<file path="src/rtl/bird_referee_if.sv">
// Bus between the bird referee and its neighbours: bird column, obstacle column,
// start key in; game state, freeze gate and BCD scores out.
interface bird_referee_if;
  logic [15:0] lights;
  logic [15:0] pipe;
  logic        pipe_valid;
  logic        start;
  logic        playing;
  logic        game_over;
  logic        freeze;
  logic [7:0]  score;
  logic [7:0]  best;

  modport master (
    output lights, pipe, pipe_valid, start,
    input  playing, game_over, freeze, score, best
  );

  modport slave (
    input  lights, pipe, pipe_valid, start,
    output playing, game_over, freeze, score, best
  );
endinterface

</file>
<file path="src/rtl/bird_referee.sv">
// Game-rule checker: crash detection, BCD pipe-pass score, best score and freeze gate.
// Define BIRD_GROUND_KILL_EN to make touching the ground row a crash.
module bird_referee (
  input  logic          clk,
  input  logic          reset,
  bird_referee_if.slave bus
);

  typedef enum logic [1:0] {IDLE, PLAY, OVER} state_e;

  state_e     state_q, state_d;
  logic [7:0] score_q, score_d;
  logic [7:0] best_q,  best_d;
  logic       pv_q,    pv_d;
  logic       hit, empty, crash, fall;

  function automatic logic [7:0] bcd_inc(input logic [7:0] v);
    logic [3:0] ones, tens;
    if (v[3:0] == 4'd9) begin
      ones = 4'd0;
      tens = v[7:4] + 4'd1;
    end else begin
      ones = v[3:0] + 4'd1;
      tens = v[7:4];
    end
    return {tens, ones};
  endfunction

  always_comb begin
    hit   = bus.pipe_valid && (|(bus.lights & bus.pipe));
    empty = (bus.lights == 16'h0000);
`ifdef BIRD_GROUND_KILL_EN
    crash = hit || empty || bus.lights[15];
`else
    crash = hit || empty;
`endif
    fall = pv_q && !bus.pipe_valid;

    state_d = state_q;
    score_d = score_q;
    best_d  = best_q;
    pv_d    = pv_q;

    case (state_q)
      IDLE: begin
        if (bus.start) begin
          state_d = PLAY;
          score_d = 8'h00;
          pv_d    = 1'b0;
        end
      end
      PLAY: begin
        pv_d = bus.pipe_valid;
        // A crash on the same cycle as a pass forfeits the point.
        if (crash)
          state_d = OVER;
        else if (fall && score_q != 8'h99)
          score_d = bcd_inc(score_q);
      end
      OVER: begin
        // Packed BCD orders the same as binary, so a plain compare is tens-first.
        if (score_q > best_q)
          best_d = score_q;
        if (bus.start) begin
          state_d = PLAY;
          score_d = 8'h00;
          pv_d    = 1'b0;
        end
      end
      default: state_d = IDLE;
    endcase
  end

  always_ff @(posedge clk or negedge reset) begin
    if (!reset) begin
      state_q <= IDLE;
      score_q <= 8'h00;
      best_q  <= 8'h00;
      pv_q    <= 1'b0;
    end else begin
      state_q <= state_d;
      score_q <= score_d;
      best_q  <= best_d;
      pv_q    <= pv_d;
    end
  end

  assign bus.playing   = (state_q == PLAY);
  assign bus.game_over = (state_q == OVER);
  assign bus.freeze    = (state_q != PLAY);
  assign bus.score     = score_q;
  assign bus.best      = best_q;

endmodule
</file>
<file path="src/flat_wrapper.sv">
// flat-port wrapper written by rule: the top's interface ports become plain ports
module bird_referee_flat 
  (clk, reset, bus_lights, bus_pipe, bus_pipe_valid, bus_start, bus_playing, bus_game_over, bus_freeze, bus_score, bus_best);
  bird_referee_if bus_i ();
  input  logic clk;
  input  logic reset;
  input wire logic [$bits(bus_i.lights)-1:0] bus_lights;
  input wire logic [$bits(bus_i.pipe)-1:0] bus_pipe;
  input wire logic [$bits(bus_i.pipe_valid)-1:0] bus_pipe_valid;
  input wire logic [$bits(bus_i.start)-1:0] bus_start;
  output wire logic [$bits(bus_i.playing)-1:0] bus_playing;
  output wire logic [$bits(bus_i.game_over)-1:0] bus_game_over;
  output wire logic [$bits(bus_i.freeze)-1:0] bus_freeze;
  output wire logic [$bits(bus_i.score)-1:0] bus_score;
  output wire logic [$bits(bus_i.best)-1:0] bus_best;
  assign bus_i.lights = bus_lights;
  assign bus_i.pipe = bus_pipe;
  assign bus_i.pipe_valid = bus_pipe_valid;
  assign bus_i.start = bus_start;
  assign bus_playing = bus_i.playing;
  assign bus_game_over = bus_i.game_over;
  assign bus_freeze = bus_i.freeze;
  assign bus_score = bus_i.score;
  assign bus_best = bus_i.best;
  bird_referee u_core (.clk(clk), .reset(reset), .bus(bus_i));
endmodule
</file>
<file path="config.mk">
export PLATFORM = sky130hd
export DESIGN_NAME = bird_referee_flat
export DESIGN_NICKNAME = d
export VERILOG_FILES = /design/src/rtl/bird_referee_if.sv /design/src/rtl/bird_referee.sv /design/src/flat_wrapper.sv
export SDC_FILE = /design/constraint.sdc
export NUM_CORES = 1
export LEC_CHECK = 0
export CAP_MARGIN = 20
export CORE_ASPECT_RATIO = 0.7
export CORE_MARGIN = 10
export CORE_UTILIZATION = 30
export DETAILED_ROUTE_END_ITERATION = 8
export DONT_BUFFER_PORTS = 1
export SYNTH_ARGS = -nofsm -noshare
export SYNTH_HDL_FRONTEND = slang
export SYNTH_SLANG_ARGS = --single-unit
</file>
<file path="constraint.sdc">
create_clock -name clk -period 1.89 [get_ports clk]
set_input_delay 0.2835 -clock clk [delete_from_list [all_inputs] [get_ports clk]]
set_output_delay 0.2835 -clock clk [all_outputs]
set_load 0.01 [all_outputs]
</file>
; ---- Word-level counts from Yosys, hierarchy flattened
; Cells that the tools add are included.
[word_totals]
reg_bits = 19
word_cells = 45
latch_bits = 0
ram_bits = 0
rom_bits = 0
mem_count = 0
[classes]
order_cmp = 1
n_bitwise = 1
muxes = 11
n_reduce_logical = 15
n_mul = 0
div_mod_pow = 0
n_addsub = 2
shifts = 0
n_eq_ne = 10
[op_table]
columns = cell, n
row1 = 8-bit 2-to-1 mux, 3
row2 = 16-bit bitwise AND, 1
row3 = 16-bit zero test, 1
row4 = 8-bit one-hot mux with 2 select lines, 1
row5 = 16-bit OR reduction, 1
row6 = 2-bit by 1-bit inequality test with 1-bit output (second input constant), 5
row7 = 4-bit by 1-bit adder with 4-bit output (second input constant), 2
row8 = 8-bit > comparator, 1
row9 = 4-bit 2-to-1 mux, 2
row10 = 8-bit inequality test (second input constant), 1
row11 = 2-bit AND reduction, 3
row12 = 5-bit AND reduction, 1
row13 = 4-bit equality test (second input constant), 1
row14 = 2-bit 2-to-1 mux, 2
row15 = 2-bit one-hot mux with 2 select lines, 1
row16 = 4-bit AND reduction, 1
row17 = 1-bit logical AND, 3
row18 = 2-bit by 1-bit equality test with 1-bit output (second input constant), 1
row19 = 2-bit equality test (second input constant), 1
row20 = 2-bit zero test, 1
row21 = 2-bit inequality test (second input constant), 1
row22 = 1-bit one-hot mux with 2 select lines, 1
row23 = 2-bit nonzero test, 1
row24 = 2-bit OR reduction, 1
row25 = other kinds (3), 3

; ---- Depth between registers and ports, before layout
; Gate-level depths: netlist of run 1.
[depth]
word_depth = 6
ltp_mapped = 7
mapped_depth_nobuf = 7

; ---- Worst setup path before layout of run 1
; Ideal clock, no wire load.
[synth_timing]
path_kind = flip-flop to flip-flop
startpoint = register u_core.score_q[5], in the netlist u_core.bus.score[5]
endpoint = register u_core.best_q[0], in the netlist u_core.bus.best[0]
t_arrival_ns = 1.814
n_path_buf = 0
period_less_slack_ns = 1.939
required_ns = 1.765
stages_incl_launch_ff = 7
path_slack_ns = -0.049
setup_ns = 0.125
cell_sequence = dfrtp_1 -> ha_1 -> a21o_1 -> nand3_1 -> nand2_1 -> o31ai_4 -> mux2_2
[synth_via]
elab_chain_cells = 2
[synth_rtl]
columns = item, line
row1 = start: declaration, bird_referee.sv:12  ; logic [7:0] score_q, score_d;
row2 = start signal: assignment, bird_referee.sv:82  ; score_q <= score_d;
row3 = 8-bit > comparator, bird_referee.sv:62  ; if (score_q > best_q)
row4 = 2-bit AND reduction (no source line), -
row5 = end signal: assignment, bird_referee.sv:83  ; best_q <= best_d;
row6 = end: declaration, bird_referee.sv:13  ; logic [7:0] best_q, best_d;
; No other way between the ends.
; A chain may end at the register's enable or synchronous reset.

; ---- Final worst setup path of run 1
[layout_timing]
startpoint = register u_core.score_q[5], in the netlist u_core.bus.score[5]
endpoint = register u_core.best_q[3], in the netlist u_core.bus.best[3]
; Same word-level chain as after synthesis.

==> results by stage, run 1 <==
Status:
- The flow ran to the end, and the final reports show no timing, DRC or antenna violations.

Logic synthesis:
- The cell type with the highest aggregate area in the netlist is dfrtp_1.
- The netlist area before placement is between 1000 and 1500 µm².
- In the synthesized netlist the async set-or-reset flop fraction comes to 100%.
- The number of nets in the synthesized netlist is ~180.
- The share of synthesized area in the top cell type comes to between 30% and 40%.
- The most frequently used flop master after synthesis is dfrtp_1.
- After synthesis, the cell types taking the most area are dfrtp_1 (37%), ha_1 (12%), mux2_2 (5.3%).
- The distinct cell type count after synthesis is 39.
- Counting flops with a built-in enable in the synthesized netlist gives 0.
- For this run, the number of Yosys warnings is 0.
- In this run, synthesis produced a sequential element count of 19.
- Sequential elements use 37.3% of the synthesized area.
- The average instance in the mapped netlist occupies 9.81 µm².
- The cell count after synthesis came out at 130.

STA:
- Summed over all failing endpoints, the final setup total negative slack is 0 ns.
- The largest clock skew in the final design is slightly below 0.008 ns.
- The final critical-path setup slack is just under 0.03 ns.
- The relative slew slack is around two fifths.
- The tightest hold path in the finished design has a slack of ~0.22 ns.
- The worst path uses between 90% and 100% of the clock period.
- The clock period minus final worst setup slack is 1.86 ns.
- Setup violations remaining at the end of the flow were counted as 0.
- The maximum frequency from static timing analysis is 537 MHz.
- The total count of hold-check failures in the final report is 0.
- For the pin with the worst max-slew slack, the measured transition is around 0.9 ns.
- The total count of max-transition violations in the final report came to 0.
- Setup repair after global routing could not meet its margin everywhere.

Power:
- The reported leakage power is slightly below 0.0008 µW.
- The completed layout was analyzed and its total power is approximately 2700 µW.
- The clock network burns 10.9% of the power.
- Cell internal power was estimated by the tool at 1540 µW.
- For this design the ratio of total power to cell area is about 1600 nW/µm².
- The worst vdd rail ir drop is 0.000727 V.
- For this design the total switching power over the nets is ~1100 µW.
- The switching share of power is around two fifths.
- In this run, the combinational gates consume 61.9% of the power.
- Of the total power, registers draw between 20% and 30%.

Clock tree:
- The clock slew at the register clock pins of the worst setup and hold paths is ~0.08 ns.
- The TritonCTS clock tree is yes.
- The largest buffer count on any clock path is 2.
- The number of buffers created by CTS is 3.
- For the worst-skew pair, the clock arrives at the later sink with an insertion delay of 0.26 ns.
- The number of clock sinks seen by CTS is 19.
- The maximum level of the CTS H-tree is 1.
- The library cell used as clock root buffer is clkbuf_8.

Die:
- The initial utilization of the core area, before any placement, comes to approximately a third.
- In this run the standard cell core region covers 4020 µm².
- The die is about 75 µm tall.
- The number of rows in the core area is 19.
- The die covers 7300 µm².
- The x dimension of the die is just under 100 µm.
- In this run the count of I/O pins placed on the die edge is 55.

Worst setup path:
- The kind of capture point of the worst setup path is a flop.
- The nature of the critical path startpoint is a flop.
- The largest driver fanout on the critical path is 4.
- The required time at the endpoint of the critical path is 2.04 ns.
- Data on the critical path arrives at its endpoint at around 2 ns.
- Counting cells, the worst reg-to-reg path comes to 7.
- The worst setup path is of the reg -> reg kind.

Detailed routing:
- The mean number of vias per cell is about 5.4.
- Once detail routing completed, the nets flagged for antenna violations numbered 0.
- For this block, the via count after detailed routing is roughly 1200.
- The number of remaining DRC errors is 0.
- The final layout contains routed wiring with a total length of between 3000 and 4000 µm.
- After detailed routing, the average wire length per cell comes to 18.1 µm.
- The number of search-and-repair iterations in the first detailed-routing pass is 4.
- The detailed router finished its first iteration with 35 violations.

Job:
- The count of maximum capacitance violations is 0.

Cells and area:
- The design area is ~1700 µm².
- Compared with the post-synthesis result, the final layout area differs by 33.9%.
- The repair_antennas step left the layout with diodes totalling 0.
- The share of post-route cells with drive strength above 1 is between 30% and 40%.
- The library cell used most frequently in the layout, excluding fill and tap cells, is buf_4.
- At the end of the flow, the number of nets in the layout was 214.
- In the layout the commonest cells are buf_4 (29), dfrtp_1 (18), inv_1 (11).

Global route:
- The global-route usage over all layers is approximately 10%.
- The first-pass GRT wire length is around 6100 µm.
- Entering global routing, the biggest net connects 20 pins.
- The initial antenna violation count is 0.
- Summed over all layers, the global routing overflow is 0.
- The via count of the first global-routing pass is between 1000 and 1500.

Place:
- After detailed placement, the total cell area comes to 1520 µm².
- Port buffering added 0 buffers.
- The global placement routability congestion is 0.818.
- Detailed placement finished with a half-perimeter wire length of approximately 3200 µm.
- OpenSTA, run right after detailed placement, puts the worst setup slack at 0.0320 ns.

Worst hold path:
- The worst hold path belongs to the class in -> reg.
- The worst hold path passes through 2 cells.
[synthesized netlist by cell type (2+ instances only)]
cell type and count:
dfrtp_1 19, inv_1 14, ha_1 12, nand2_1 11, nand3_1 8, mux2_2 6
o21ai_0 6, a22oi_1 4, nand2b_1 4, nand4_1 4, nor4_1 4, a21oi_1 3
a22o_1 3, mux2i_1 3, nor2_1 3, a221oi_1 2, nand3b_1 2
[worst paths after layout]
path / startpoint / end / slack, ns
max in group asynchronous: reset / u_core.bus.score[5] / 0.66
min: bus_start / u_core.state_q[1] / 0.22
max: u_core.bus.score[5] / u_core.bus.best[3] / 0.03
max reg2reg: u_core.bus.score[5] / u_core.bus.best[3] / 0.03
min reg2reg: u_core.pv_q / u_core.pv_q / 0.53
min in group asynchronous: reset / u_core.bus.best[0] / 0.60
[sequential cells by signal, summed over array words and instances, names as in the netlist]
name,flops
u_core.state_q,2
u_core.pv_q,1
u_core.bus.score,8
u_core.bus.best,8
[through the flow]
step                      cells  utilization (%)
after floorplan             130                -
after global placement      205             37.8
after detailed placement    205             37.8
after CTS                   210             39.2
after global routing        217             42.5
final                       217             42.5
[power by group through the flow]
stage | combinational (µW) | clock, µW | sequential [µW]
CTS | 1380 | 300 | 705
finish | 1640 | 288 | 724
detailed placement | 1360 | 0 | 712
global placement | 1310 | 0 | 705
global route | 1840 | 321 | 748
floorplan | 697 | 0 | 831
[area by class of cell]
type / instances / area, µm²
flip-flops and latches: 19 / 477
clock inverters: 1 / 5.00
inverters: 14 / 52.6
clock buffers: 3 / 41.3
fillers: 375 / 2310
well taps: 52 / 65.1
multi-input cells: 96 / 816
repair buffers: 32 / 250
[routing by layer]
metal  vias up  GRT usage, %  share of wire (%)
li1        560             -                  -
met1       573          12.0                 43
met2        31          16.4                 48
met3         0          5.46                9.2
met4         0         0.804                  0
met5         -             0                  0
[what timing repair did]
item	CTS	global route
setup buffers	0	7
endpoints found under the hold margin	19	0
hold buffers	1	0
resized for setup	0	18
setup endpoints to repair	0	7
[kinds of logic after synthesis]
family	synth area share [%]
buf+inv	4.42
mux	7.65
compound gates	18.6
fa+ha+maj	11.8
simple gates	20.2
flops	37.3
[worst max-delay path, cell delays in order, from the launching register on]
cell,delay (ns)
dfrtp_2,0.44
ha_4,0.24
a21o_1,0.16
nand3_2,0.07
nand2_2,0.07
o31ai_4,0.29
buf_6,0.15
mux2_2,0.33
(Power assumes the default switching activity.)
==> run 2: changes to the inputs <==
Settings changed: GPL_TIMING_DRIVEN set to 0, SETUP_SLACK_MARGIN set to 0.3.
==> run 2 against run 1 <==
Effect of this change: global-route usage increased by 0.097 points; fmax fell by 0.40%; utilization down 1.4 points.
==> results by stage, run 2 (synthesis results as in run 1) <==
STA:
- The relative slew slack is 39.0% (+0.72 points).
- Setup repair after global routing could not meet its margin everywhere.
- The transition at the pin with the smallest max-transition slack was 0.913 ns (-0.0108 ns).
- The total count of hold-check failures in the final report was 0 (unchanged).
- The total count of max-transition violations in the final report was 0 (unchanged).
- The final clock period utilization by the worst path is 98.9% (+0.40 points).
- The largest clock skew in the final design came to 0.00731 ns (-0.000471 ns).
- The maximum frequency from static timing analysis is 535 MHz (-0.40%).
- The final-report setup violation count was 0 (unchanged).
- The clock period minus final worst setup slack is 1.87 ns (+0.00754 ns).
- The final critical-path setup slack is 0.0217 ns (-0.00754 ns).

Die:
- The x dimension of the die is 97.9 µm (unchanged).
- The die area is 7300 µm² (unchanged).
- The total I/O pin count is 55 (unchanged).
- The starting utilization of the core area is 31.7% (unchanged).
- The number of rows in the core area is 19 (unchanged).
- The core region area is 4020 µm² (unchanged).
- The height of the die is 74.5 µm (unchanged).

Global route:
- The initial antenna violation count came to 0 (unchanged).
- The pin count of the biggest net entering global routing is 20 (unchanged).
- The via count of the first global-routing pass is 1120 (-3.3%).
- The sum of overflow across all layers after global routing is 0 (unchanged).
- The global-route usage over all layers is 10.2% (+0.097 points).
- The first-pass GRT wire length came to 6130 µm (+1.1%).

Cells and area:
- The share of post-route cells with drive strength above 1 is 43.4% (+7.0 points).
- The final antenna diode count is 0 (unchanged).
- Leaving out fill and tap cells, the most frequent cells in the layout are dfrtp_2 (13), inv_1 (8), nand2_1 (8).
- The layout filler cell count is 386 (+2.9%).
- The multi-input logic area was 901 µm² (+10%).
- The end-of-flow core utilization came to 41.0% (-1.4 points).
- The layout overhead on the synthesized area is 29.3%.
- The commonest non-fill, non-tap cell in the layout is dfrtp_2.
- The net total in the final layout was 192 (-10%).
- The design area is 1650 µm² (-3.4%).
- The final cell count without fillers came to 195 (-10%).
- The sequential cell area came to 492 µm² (+3.1%).

Status:
- The run finished with clean final reports.

Worst hold path:
- The path with the worst hold slack has its endpoint at u_core.state_q[1].
- The number of cells traversed by the worst hold path came to 2 (unchanged).
- In this run the most critical hold path is launched from bus_start.
- The tightest min-delay check is of the in -> reg type.

Power:
- The power spent charging and discharging nets is 1120 µW (+0.55%).
- The internal power is 1400 µW (-9.5%).
- The sequential share of power was 39.3% (+12 points).
- The part of the total power dissipated in the clock network is 11.7% (+0.8 points).
- The worst vdd rail ir drop is 0.000592 V (-19%).
- The areal power density over the cells came to 1520 nW/µm² (-2.0%).
- The reported leakage power was 0.000689 µW (-13%).
- The switching share of power is 44.4% (+2.6 points).
- The combinational share of power was 49.0% (-13 points).

Place:
- The number of cells in the design after placement is 182 (-11%).
- The pre-CTS setup slack is -0.252 ns (-0.284 ns).
- The placed standard-cell area is 1360 µm² (-10%).
- The count of input and output buffers is 0 (unchanged).
- The global placement routability congestion was 0.779 (-4.8%).
- The HPWL reported at the end of detailed placement is 2950 µm (-7.2%).

Worst setup path:
- The nature of the critical path startpoint is a flop.
- The depth of the most critical reg-to-reg path is 7 (unchanged).
- The endpoint arrival time on the critical path came to 2.02 ns (about the same).
- The largest driver fanout on the critical path is 6 (+2).
- The type of the setup path with the least slack is reg -> reg.
- The worst reg-to-reg setup slack is 0.02 ns (about the same).
- The reg-to-reg critical path startpoint is u_core.bus.score[2].
- The required time at the endpoint of the critical path is 2.04 ns (about the same).
- The worst register-to-register path ends at u_core.bus.best[3].
- The worst setup path is captured at a flop.

Detailed routing:
- The aggregate routed wire length is 3730 µm (-5.0%).
- The routed length per instance came to 19.1 µm (+5.7%).
- The final antenna-violating net count is 0 (unchanged).
- The total number of vias came to 1114 (-4.3%).
- The mean number of vias per cell is 5.71 (+6.5%).
- The number of remaining DRC errors is 0 (unchanged).
- The number of search-and-repair iterations in the first detailed-routing pass is 4 (unchanged).
- The number of DRC markers in iteration 0 is 79 (+130%).

Clock tree:
- The largest buffer count on any clock path is 2 (unchanged).
- TritonCTS built the clock tree.
- The number of buffers created by CTS is 3 (unchanged).
- The number of clock sinks seen by CTS came to 19 (unchanged).
- The library cell used as clock root buffer is clkbuf_8.
- The clock slew at the register clock pins of the worst setup and hold paths is 0.08 ns (about the same).
- The maximum level of the CTS H-tree is 1 (unchanged).
- The clock network latency to the later pin of the worst-skew pair is 0.26 ns (about the same).

Job:
- The count of maximum capacitance violations is 0 (unchanged).
-- run 2: cell types whose count changed in the layout (fill, tap and decap cells not counted), sizes merged --
cell	previous run	this run
buf	31	8
clkbuf	3	4
-- run 2: metal layers --
layer	vias to the layer above	part of all wire, %	GRT usage, %
met5	-	0	0
met4	0	0	1.29
met3	0	10	5.55
met2	40	49	16.9
met1	556	41	11.7
li1	518	-	-
-- run 2: critical path: stages, from the launching register on --
cell	delay, ns
dfrtp_2	0.47
ha_1	0.33
nand4_1	0.10
o21ai_1	0.09
a31oi_2	0.22
o31ai_4	0.12
buf_6	0.14
mux2_4	0.29
-- run 2: repair_timing --
item	4_1_cts	5_1_grt
endpoints found under the setup margin	16	17
setup buffers	8	0
resized for setup	38	12
hold buffers	1	0
hold endpoints to repair	19	0
pin swaps	9	5
-- run 2: worst max path at each step --
stage                                   start            endpoint  slack (ns)  cells after the start
after CTS                 u_core.bus.score[5]  u_core.bus.best[6]       -0.02                      7
after floorplan            u_core.bus.best[5]  u_core.bus.best[0]       -0.04                      7
final                     u_core.bus.score[2]  u_core.bus.best[3]        0.02                      7
after global routing      u_core.bus.score[6]  u_core.bus.best[6]       -0.05                      6
after detailed placement   u_core.bus.best[5]  u_core.bus.best[6]       -0.25                      7
after global placement     u_core.bus.best[5]  u_core.bus.best[6]       -0.21                      7
-- run 2: power groups by stage --
stage,clock [µW],combinational [µW],sequential (µW)
floorplan,0,709,834
global placement,0,812,926
detailed placement,0,861,941
CTS,300,1210,987
global route,322,1380,1040
finish,293,1230,987
-- run 2: cell type report --
type                    count  share of cell area [%]
inverters                  14                    3.19
multi-input cells          96                    54.6
clock inverters             1                   0.303
repair buffers              9                    5.39
flip-flops and latches     19                    29.8
well taps                  52                    3.95
plain buffers               1                   0.228
clock buffers               3                    2.50
-- run 2: metrics by stage --
step / total power [µW] / hold slack, ns / setup TNS (ns)
after floorplan: 1540 / -0.0121 / -0.186
after global placement: 1740 / -0.0114 / -1.11
after detailed placement: 1800 / -0.0114 / -1.39
after CTS: 2500 / 0.224 / -0.0553
after global routing: 2750 / 0.225 / -0.246
final: 2510 / 0.224 / 0
